### config.mk
export PLATFORM = sky130hd
export DESIGN_NAME = ibex_lsu_data_agent
export DESIGN_NICKNAME = d
export VERILOG_FILES = /design/src/rtl/ibex_lsu_data_agent.sv
export SDC_FILE = /design/constraint.sdc
export NUM_CORES = 1
export LEC_CHECK = 0
export BUFFER_PORTS_ARGS = -buffer_cell sky130_fd_sc_hd__clkbuf_2
export CELL_PAD_IN_SITES_DETAIL_PLACEMENT = 1
export CELL_PAD_IN_SITES_GLOBAL_PLACEMENT = 1
export CORE_ASPECT_RATIO = 1.75
export CORE_MARGIN = 3
export CORE_UTILIZATION = 34
export CTS_CLUSTER_DIAMETER = 50
export DETAILED_ROUTE_END_ITERATION = 8
export PLACE_DENSITY = 0.76
export SLEW_MARGIN = 5
export SYNTH_ARGS = -nofsm -noshare
export SYNTH_HDL_FRONTEND = slang
export SYNTH_SLANG_ARGS = --single-unit
export TNS_END_PERCENT = 10
### constraint.sdc
create_clock -name clk_i -period 3.3 [get_ports clk_i]
set_input_delay 0.66 -clock clk_i [delete_from_list [all_inputs] [get_ports clk_i]]
set_output_delay 0.66 -clock clk_i [all_outputs]
set_load 0.01 [all_outputs]
### src/rtl/ibex_lsu_data_agent.sv
// ibex_lsu_data_agent: issues LSU loads/stores on the data bus, splitting misaligned
// accesses into two transactions, and produces the writeback response.
module ibex_lsu_data_agent #(
   parameter bit SplitMisaligned = 1'b1
) (
   input  logic        clk_i,
   input  logic        rst_i,
   input  logic        lsu_req_i,
   input  logic        lsu_we_i,
   input  logic [1:0]  lsu_type_i,
   input  logic        lsu_sign_ext_i,
   input  logic [31:0] lsu_addr_i,
   input  logic [31:0] lsu_wdata_i,
   output logic        lsu_req_accept_o,
   output logic        busy_o,
   output logic        data_req_o,
   input  logic        data_gnt_i,
   output logic [31:0] data_addr_o,
   output logic        data_we_o,
   output logic [3:0]  data_be_o,
   output logic [31:0] data_wdata_o,
   input  logic        data_rvalid_i,
   input  logic        data_err_i,
   input  logic [31:0] data_rdata_i,
   output logic        lsu_resp_valid_o,
   output logic        lsu_resp_err_o,
   output logic        rf_we_lsu_o,
   output logic [31:0] rf_wdata_lsu_o
);
   typedef enum logic [2:0] {IDLE, GNT1, RV1, GNT2, RV2} state_e;
   state_e state_q, state_d;
   logic [31:0] addr_q, wdata_q, rdata_q, comb, ext;
   logic [1:0]  type_q;
   logic        we_q, sext_q, split_q, mis_q, err_q;
   logic        split_new, p2, req, fin;
   logic [4:0]  sh;
   logic [3:0]  base;
   logic [7:0]  be_full;

   assign split_new = (lsu_type_i == 2'b00 || lsu_type_i == 2'b11) ? lsu_addr_i[1:0] != 2'b00 :
                      lsu_type_i == 2'b01 && lsu_addr_i[1:0] == 2'b11;
   assign lsu_req_accept_o = lsu_req_i && state_q == IDLE && !rst_i;
   assign busy_o = state_q != IDLE && !rst_i;

   always_comb begin
      state_d = state_q;
      case (state_q)
         IDLE: if (lsu_req_i) state_d = (split_new && !SplitMisaligned) ? RV1 : GNT1;
         GNT1: if (data_gnt_i) state_d = RV1;
         RV1:  if (mis_q) state_d = IDLE;
               else if (data_rvalid_i) state_d = split_q ? GNT2 : IDLE;
         GNT2: if (data_gnt_i) state_d = RV2;
         RV2:  if (data_rvalid_i) state_d = IDLE;
         default: state_d = IDLE;
      endcase
   end

   always_ff @(posedge clk_i) begin
      if (rst_i) state_q <= IDLE;
      else state_q <= state_d;
   end

   always_ff @(posedge clk_i) begin
      if (rst_i) begin
         addr_q  <= '0;
         wdata_q <= '0;
         rdata_q <= '0;
         type_q  <= '0;
         we_q    <= 1'b0;
         sext_q  <= 1'b0;
         split_q <= 1'b0;
         mis_q   <= 1'b0;
         err_q   <= 1'b0;
      end else begin
         if (lsu_req_accept_o) begin
            addr_q  <= lsu_addr_i;
            wdata_q <= lsu_wdata_i;
            type_q  <= lsu_type_i;
            we_q    <= lsu_we_i;
            sext_q  <= lsu_sign_ext_i;
            split_q <= split_new;
            mis_q   <= split_new && !SplitMisaligned;
            err_q   <= 1'b0;
         end
         if (state_q == RV1 && data_rvalid_i) begin
            rdata_q <= data_rdata_i;
            err_q   <= data_err_i;
         end
      end
   end

   assign sh      = {addr_q[1:0], 3'b000};
   assign base    = type_q == 2'b01 ? 4'b0011 : type_q == 2'b10 ? 4'b0001 : 4'b1111;
   assign be_full = {4'b0000, base} << addr_q[1:0];
   assign p2      = state_q == GNT2;
   assign req     = (state_q == GNT1 || p2) && !rst_i;

   assign data_req_o   = req;
   assign data_we_o    = req && we_q;
   assign data_addr_o  = req ? {addr_q[31:2], 2'b00} + (p2 ? 32'd4 : 32'd0) : 32'd0;
   assign data_be_o    = req ? (p2 ? be_full[7:4] : be_full[3:0]) : 4'b0000;
   assign data_wdata_o = req ? (wdata_q << sh) | (wdata_q >> (6'd32 - {1'b0, sh})) : 32'd0;

   // Split loads stitch the phase-1 word below the phase-2 word before shifting down.
   assign comb = split_q ? 32'({data_rdata_i, rdata_q} >> sh) : data_rdata_i >> sh;
   assign ext  = type_q == 2'b10 ? {{24{sext_q & comb[7]}}, comb[7:0]} :
                 type_q == 2'b01 ? {{16{sext_q & comb[15]}}, comb[15:0]} : comb;

   assign fin = !rst_i && ((state_q == RV1 && (mis_q || (data_rvalid_i && !split_q))) ||
                           (state_q == RV2 && data_rvalid_i));
   assign lsu_resp_valid_o = fin;
   assign lsu_resp_err_o   = fin && (mis_q || data_err_i || err_q);
   assign rf_we_lsu_o      = fin && !we_q && !lsu_resp_err_o;
   assign rf_wdata_lsu_o   = rf_we_lsu_o ? ext : 32'd0;
endmodule

-- After elaboration in Yosys (flattened, before gate mapping)
Cells that the tools add are included.
- register bits after elaboration: 105
- input bits: 106
- output and inout bits: 107
- logic and storage cells: 82
- $add $sub $neg: 2
- equality and inequality tests: 14
- shift operators: 5
- mux-type cells: 21
- bitwise operators: 3
- reduce and logical (&&, ||, !) cells: 28
- operators by type and width (cell ; number):
    2-to-1 mux 32 bit ; 6
    >> shifter 64 x 5 -> 32 bit ; 1
    adder 32 x 3 -> 32 bit ; 1
    bitwise OR 32 bit ; 1
    << shifter 32 x 5 -> 32 bit ; 1
    >> shifter 32 x 5 -> 32 bit ; 1
    >> shifter 32 x 6 -> 32 bit ; 1
    2-to-1 mux 3 bit ; 6
    2-to-1 mux 4 bit ; 4
    case mux 3 bit (5 select lines) ; 1
    logical AND 1 bit ; 14
    != test 2 bit, second input constant ; 5
    << shifter 4 x 2 -> 8 bit ; 1
    == test 2 bit, second input constant ; 3
    == test 3 x 2 -> 1 bit, second input constant ; 2
    subtractor 6 x 5 -> 6 bit, first input constant ; 1
    AND reduction 5 bit ; 1
    == test 2 x 1 -> 1 bit, second input constant ; 2
    logical NOT 1 bit ; 4
    logical OR 1 bit ; 4
    nonzero test 2 bit ; 2
    == test 3 x 1 -> 1 bit, second input constant ; 1
    == test 3 bit, second input constant ; 1
    logical NOT 3 bit ; 1
    other kinds (5) ; 8

-- Longest topological paths before layout
- depth in word-level cells: 9
- depth in mapped cells: 12
- depth with buffers taken out: 7

-- Least setup slack after synthesis
Ideal clock, no wire load.
- kind: register to output
- start point: reg addr_q[0]
- end point: out data_wdata_o[10]
- arrival: 2.988 ns
- required time: 2.640 ns
- setup slack: -0.348 ns
- cell stages (with the launch flop): 12
- buffers on the path: 6
- cells stage by stage: dfxtp_1 buf_2 inv_1 clkbuf_1 buf_2 buf_1 ha_1 clkbuf_1 clkbuf_1 nor2b_1 a221oi_1 nor3_1
- word-level cells in the longest chain between the ends: 4
- elaborated cells on any way between the ends: 5
- classes of those cells: add/sub (1); shift (2); mux (1); bitwise (1)
- ends and longest elaborated chain (what ; RTL line ; text):
    start, declared ; 32 ; logic [31:0] addr_q, wdata_q, rdata_q, comb, ext;
    start signal, assigned ; 76 ; addr_q <= lsu_addr_i;
    subtractor 6 x 5 -> 6 bit ; 102 ; assign data_wdata_o = req ? (wdata_q << sh) | (wdata_q >> (6'd32 - {1'b0, sh})) : 32'd0;
    >> shifter 32 x 6 -> 32 bit ; 102 ;
    bitwise OR 32 bit (*) ; 102 ;
    2-to-1 mux 32 bit (*) ; 102 ;
    end, declared ; 21 ; output logic [31:0] data_wdata_o,
Mark *: on every way between the ends. The rest lies on a longest branch, timed or not.

-- Final worst setup path
- start point: reg state_q[1]
- end point: out rf_wdata_lsu_o[11]
- word-level cells in the longest chain between the ends: 8
- elaborated cells on any way between the ends: 11
- classes of those cells: eq/ne (2); mux (1); reduce/logical (8)
- ends and longest elaborated chain (what ; RTL line ; text):
    start, declared ; 31 ; state_e state_q, state_d;
    start signal, assigned ; 60 ; else state_q <= state_d;
    == test 3 x 2 -> 1 bit or == test 3 bit (tied branches) ; 109, 110 ;
    logical AND 1 bit, on equally long branches ; 109, 110 ;
    logical OR 1 bit (*) ; 109 ; assign fin = !rst_i && ((state_q == RV1 && (mis_q || (data_rvalid_i && !split_q))) ||
    logical AND 1 bit (*) ; 109 ;
    logical AND 1 bit ; 112 ; assign lsu_resp_err_o = fin && (mis_q || data_err_i || err_q);
    logical NOT 1 bit ; 113 ; assign rf_we_lsu_o = fin && !we_q && !lsu_resp_err_o;
    logical AND 1 bit (*) ; 113 ;
    2-to-1 mux 32 bit (*) ; 114 ; assign rf_wdata_lsu_o = rf_we_lsu_o ? ext : 32'd0;
    end, declared ; 28 ; output logic [31:0] rf_wdata_lsu_o
Marks and branches as above.

==> qor.json <==
{
  "grtUsageMet1": {"value": 25.0, "unit": "%"},
  "netlist_area": {"value": 0.00741, "unit": "sq mm"},
  "grt_antenna_before_repair": {"value": 0},
  "antenna_left": {"value": 0},
  "die-height": {"value": 201, "unit": "microns"},
  "post-place-ws": {"value": 0.301, "unit": "ns"},
  "synthTopCellsByArea": {"value": "sky130_fd_sc_hd__dfxtp_1, sky130_fd_sc_hd__nand2_1, sky130_fd_sc_hd__a21oi_1"},
  "synth.most_common_cell": {"value": "sky130_fd_sc_hd__nand2_1"},
  "detailedRoute.firstIterationViolations": {"value": 462},
  "worstSetupPathType": {"value": "reg -> out"},
  "cts-htree-levels": {"value": 3},
  "insertedDiodeCount": {"value": 0},
  "die-area": {"value": 0.0237, "unit": "sq mm"},
  "power.density_cell_area": {"value": 390, "unit": "mW/mm^2"},
  "ir_drop": {"value": 0.184, "unit": "mV"},
  "gr-max-usage-layer": {"value": "met2"},
  "clkLatencyLatePin": {"value": 0.36, "unit": "ns"},
  "synthCells": {"value": 1038},
  "n_fill_cell": {"value": 2771},
  "cts_inserted_buffers": {"value": 9},
  "power.static_leakage": {"value": 3.52, "unit": "nW"},
  "synth-async-reset-ratio": {"value": 0, "unit": "%"},
  "clk_transition_reported_paths": {"value": 0.07, "unit": "ns"},
  "ys_seq_elements": {"value": 105},
  "clkSinkCount": {"value": 105},
  "cell_type_group_with_the_largest_total_delay_on_the_critical_path": {"value": "simple AND/OR/NAND/NOR gates"},
  "finalWirelength": {"value": 29.5, "unit": "mm"},
  "cts_tree": {"value": "built"},
  "hold_viol_final": {"value": 0},
  "internal_reg_to_reg_setup_slack": {"value": 1.27, "unit": "ns"},
  "crit_path_top_delay_cell": {"value": "sky130_fd_sc_hd__or4_4"},
  "coreArea": {"value": 0.0212, "unit": "sq mm"},
  "largest_net_degree_at_the_start_of_global_routing": {"value": 76},
  "synth_area_per_cell": {"value": 7.14, "unit": "sq um"},
  "max-clock-path-buffers": {"value": 2},
  "chipWidth": {"value": 118, "unit": "microns"},
  "setup_viol_count_final": {"value": 0},
  "root_buffer": {"value": "sky130_fd_sc_hd__clkbuf_16"},
  "std_cell_rows": {"value": 70},
  "holdBufCountCts": {"value": 0},
  "cp_endpoint_kind": {"value": "primary output"},
  "worst_hold_path_type": {"value": "reg -> reg"},
  "cpPeakStageDelay": {"value": 0.45, "unit": "ns"},
  "min_period_over_period": {"value": 98.1, "unit": "%"},
  "worstPathCellList": {"value": "buf_6 -> or3b_1 -> a211o_1 -> or4_4 -> buf_12 -> nor3_2 -> clkbuf_2"},
  "drt-pass1-iter-count": {"value": 6},
  "critical_path_arrival": {"value": 2.58, "unit": "ns"},
  "grt_first_pass_wirelength": {"value": 45.7, "unit": "mm"},
  "numPortBuffers": {"value": 210},
  "ys.flop_type": {"value": "sky130_fd_sc_hd__dfxtp_1"},
  "clock.fmax": {"value": 309, "unit": "MHz"},
  "post_synth_num_cell_types": {"value": 53},
  "number_of_synthesized_flops_with_an_enable_pin": {"value": 0},
  "vias_in_the_first_global_route": {"value": 8386},
  "io_pins": {"value": 213},
  "sequential_area_share_after_synthesis": {"value": 28.4, "unit": "%"},
  "gr-total-overflow": {"value": 0},
  "layout-drive-gt1-share": {"value": 27.2, "unit": "%"},
  "globalRouteMet2Util": {"value": 45.3, "unit": "%"},
  "detailedPlacementHpwl": {"value": 21.9, "unit": "mm"},
  "routed_wire_length_per_instance": {"value": 19.7, "unit": "microns"},
  "floorplan.initialDensity": {"value": 35.0, "unit": "%"},
  "detail_route.drc_violations": {"value": 0},
  "finalClockSkew": {"value": 0.00770, "unit": "ns"},
  "timing.critical_path.buf_inv": {"value": 3},
  "setup-tns-final": {"value": 0, "unit": "ns"},
  "ys.warnings.count": {"value": 0},
  "critPathRequiredTime": {"value": 2.64, "unit": "ns"},
  "critical_path.startpoint_type": {"value": "flop"},
  "max_slew.worst_pin.slew": {"value": 0.857, "unit": "ns"},
  "synth.cells.most_frequent": {"value": "sky130_fd_sc_hd__nand2_1, sky130_fd_sc_hd__a21oi_1, sky130_fd_sc_hd__dfxtp_1"},
  "grt_setup_unrepaired": {"value": "yes"},
  "fin_max_slew_vios": {"value": 0},
  "gp_routability_congestion": {"value": 0.918},
  "layout-area-overhead-vs-synth": {"value": 23.1, "unit": "%"},
  "synth_top_area_share": {"value": 28.4, "unit": "%"},
  "final_setup_margin": {"value": 0.0629, "unit": "ns"},
  "run_status": {"value": "finished, final reports clean"},
  "timing.max_slew.rel_slack": {"value": 42.9, "unit": "%"},
  "routed-via-count": {"value": 8323},
  "grtUsageMet3": {"value": 4.53, "unit": "%"},
  "min_period": {"value": 3.24, "unit": "ns"},
  "grt.total_usage": {"value": 24.0, "unit": "%"},
  "post-synth-top-area-cell": {"value": "sky130_fd_sc_hd__dfxtp_1"},
  "vias_per_cell": {"value": 5.57},
  "maxCapViolCount": {"value": 0},
  "nNetsFinal": {"value": 1314},
  "crit_fanout": {"value": 32}
}
==> power by group <==
part           total (W)  switching [W]  internal [W]
clock            0.00116       0.000497      0.000665
combinational   0.000970       0.000605      0.000365
sequential       0.00143      0.0000870       0.00134
==> layout make-up <==
class,instances,area [sq um],share of cell area (%)
repair buffers,249,1410,15.4
inverters,16,60.1,0.659
clock inverters,5,80.1,0.878
multi-input cells,820,4870,53.4
flip-flops and latches,105,2110,23.1
clock buffers,11,233,2.55
well taps,288,360,3.95
==> worst register-to-register path: stages (launching register included) <==
cell and delay, ns:
sky130_fd_sc_hd__dfxtp_1 0.32, sky130_fd_sc_hd__buf_4 0.17, sky130_fd_sc_hd__nor3_1 0.34, sky130_fd_sc_hd__and2_2 0.57
sky130_fd_sc_hd__buf_12 0.31, sky130_fd_sc_hd__nand2_1 0.12, sky130_fd_sc_hd__a21oi_1 0.12
==> state kept, by name, summed over array words and instances, names as in the netlist <==
name and count:
addr_q 32, we_q 1, sext_q 1, err_q 1
wdata_q 32, rdata_q 32, type_q 2, split_q 1
state_q 3
==> cells by family (layout without fill, tap and decap cells) <==
family          Yosys count  in the layout  synth area share (%)
other cells               1              2                0.0506
mux                      89             89                  12.4
buf+inv                 114            281                  6.50
fa+ha+maj                 7              7                  1.18
flops                   105            105                  28.4
compound gates          295            295                  25.3
simple gates            417            417                  25.0
xor+xnor                 10             10                  1.18
==> final timing paths <==
check	from	endpoint	cells after the start
setup / recovery	state_q[1]	rf_wdata_lsu_o[11]	7
hold reg to reg	rdata_q[4]	rdata_q[4]	2
hold / removal	rdata_q[4]	rdata_q[4]	2
setup reg to reg	state_q[2]	wdata_q[2]	6
==> repair_timing <==
| action | CTS | global route |
|---|---|---|
| pin swaps | 0 | 2 |
| buffers inserted | 0 | 4 |
| gates resized for setup | 2 | 17 |
| setup endpoints to repair | 22 | 51 |
==> placed cells by master, fill, tap and decap left out, types with 15 or more instances in the layout <==
cell type	Yosys	final
sky130_fd_sc_hd__nand3_1	27	27
sky130_fd_sc_hd__a221oi_1	16	15
sky130_fd_sc_hd__dfxtp_1	105	102
sky130_fd_sc_hd__a211oi_2	16	16
sky130_fd_sc_hd__a21oi_1	158	157
sky130_fd_sc_hd__nand2_1	269	267
sky130_fd_sc_hd__buf_4	3	33
sky130_fd_sc_hd__mux2_2	22	22
sky130_fd_sc_hd__clkbuf_2	0	209
sky130_fd_sc_hd__mux2i_1	67	67
sky130_fd_sc_hd__o21ai_0	35	35
sky130_fd_sc_hd__a22oi_1	26	25
sky130_fd_sc_hd__nor2_1	42	41
==> stage by stage <==
stage / instance area (sq um) / util [%] / instances / hold slack [ns] / total power (W)
after global placement: 8720 / 41.1 / 1474 / 0.441 / 0.00239
after CTS: 9040 / 42.6 / 1490 / 0.460 / 0.00359
after global routing: 9120 / 43.0 / 1494 / 0.471 / 0.00375
after detailed placement: 8720 / 41.1 / 1474 / 0.449 / 0.00241
final: 9120 / 43.0 / 1494 / 0.456 / 0.00356
after floorplan: 7420 / - / 1039 / 0.436 / 0.00205
==> per-layer routing <==
metal	part of all wire (%)	vias to the layer above
li1	-	3998
met2	53	248
met4	4.6	0
met5	0	-
met1	37	4018
met3	4.7	59
No activity file was read; power rests on OpenSTA's default activity.
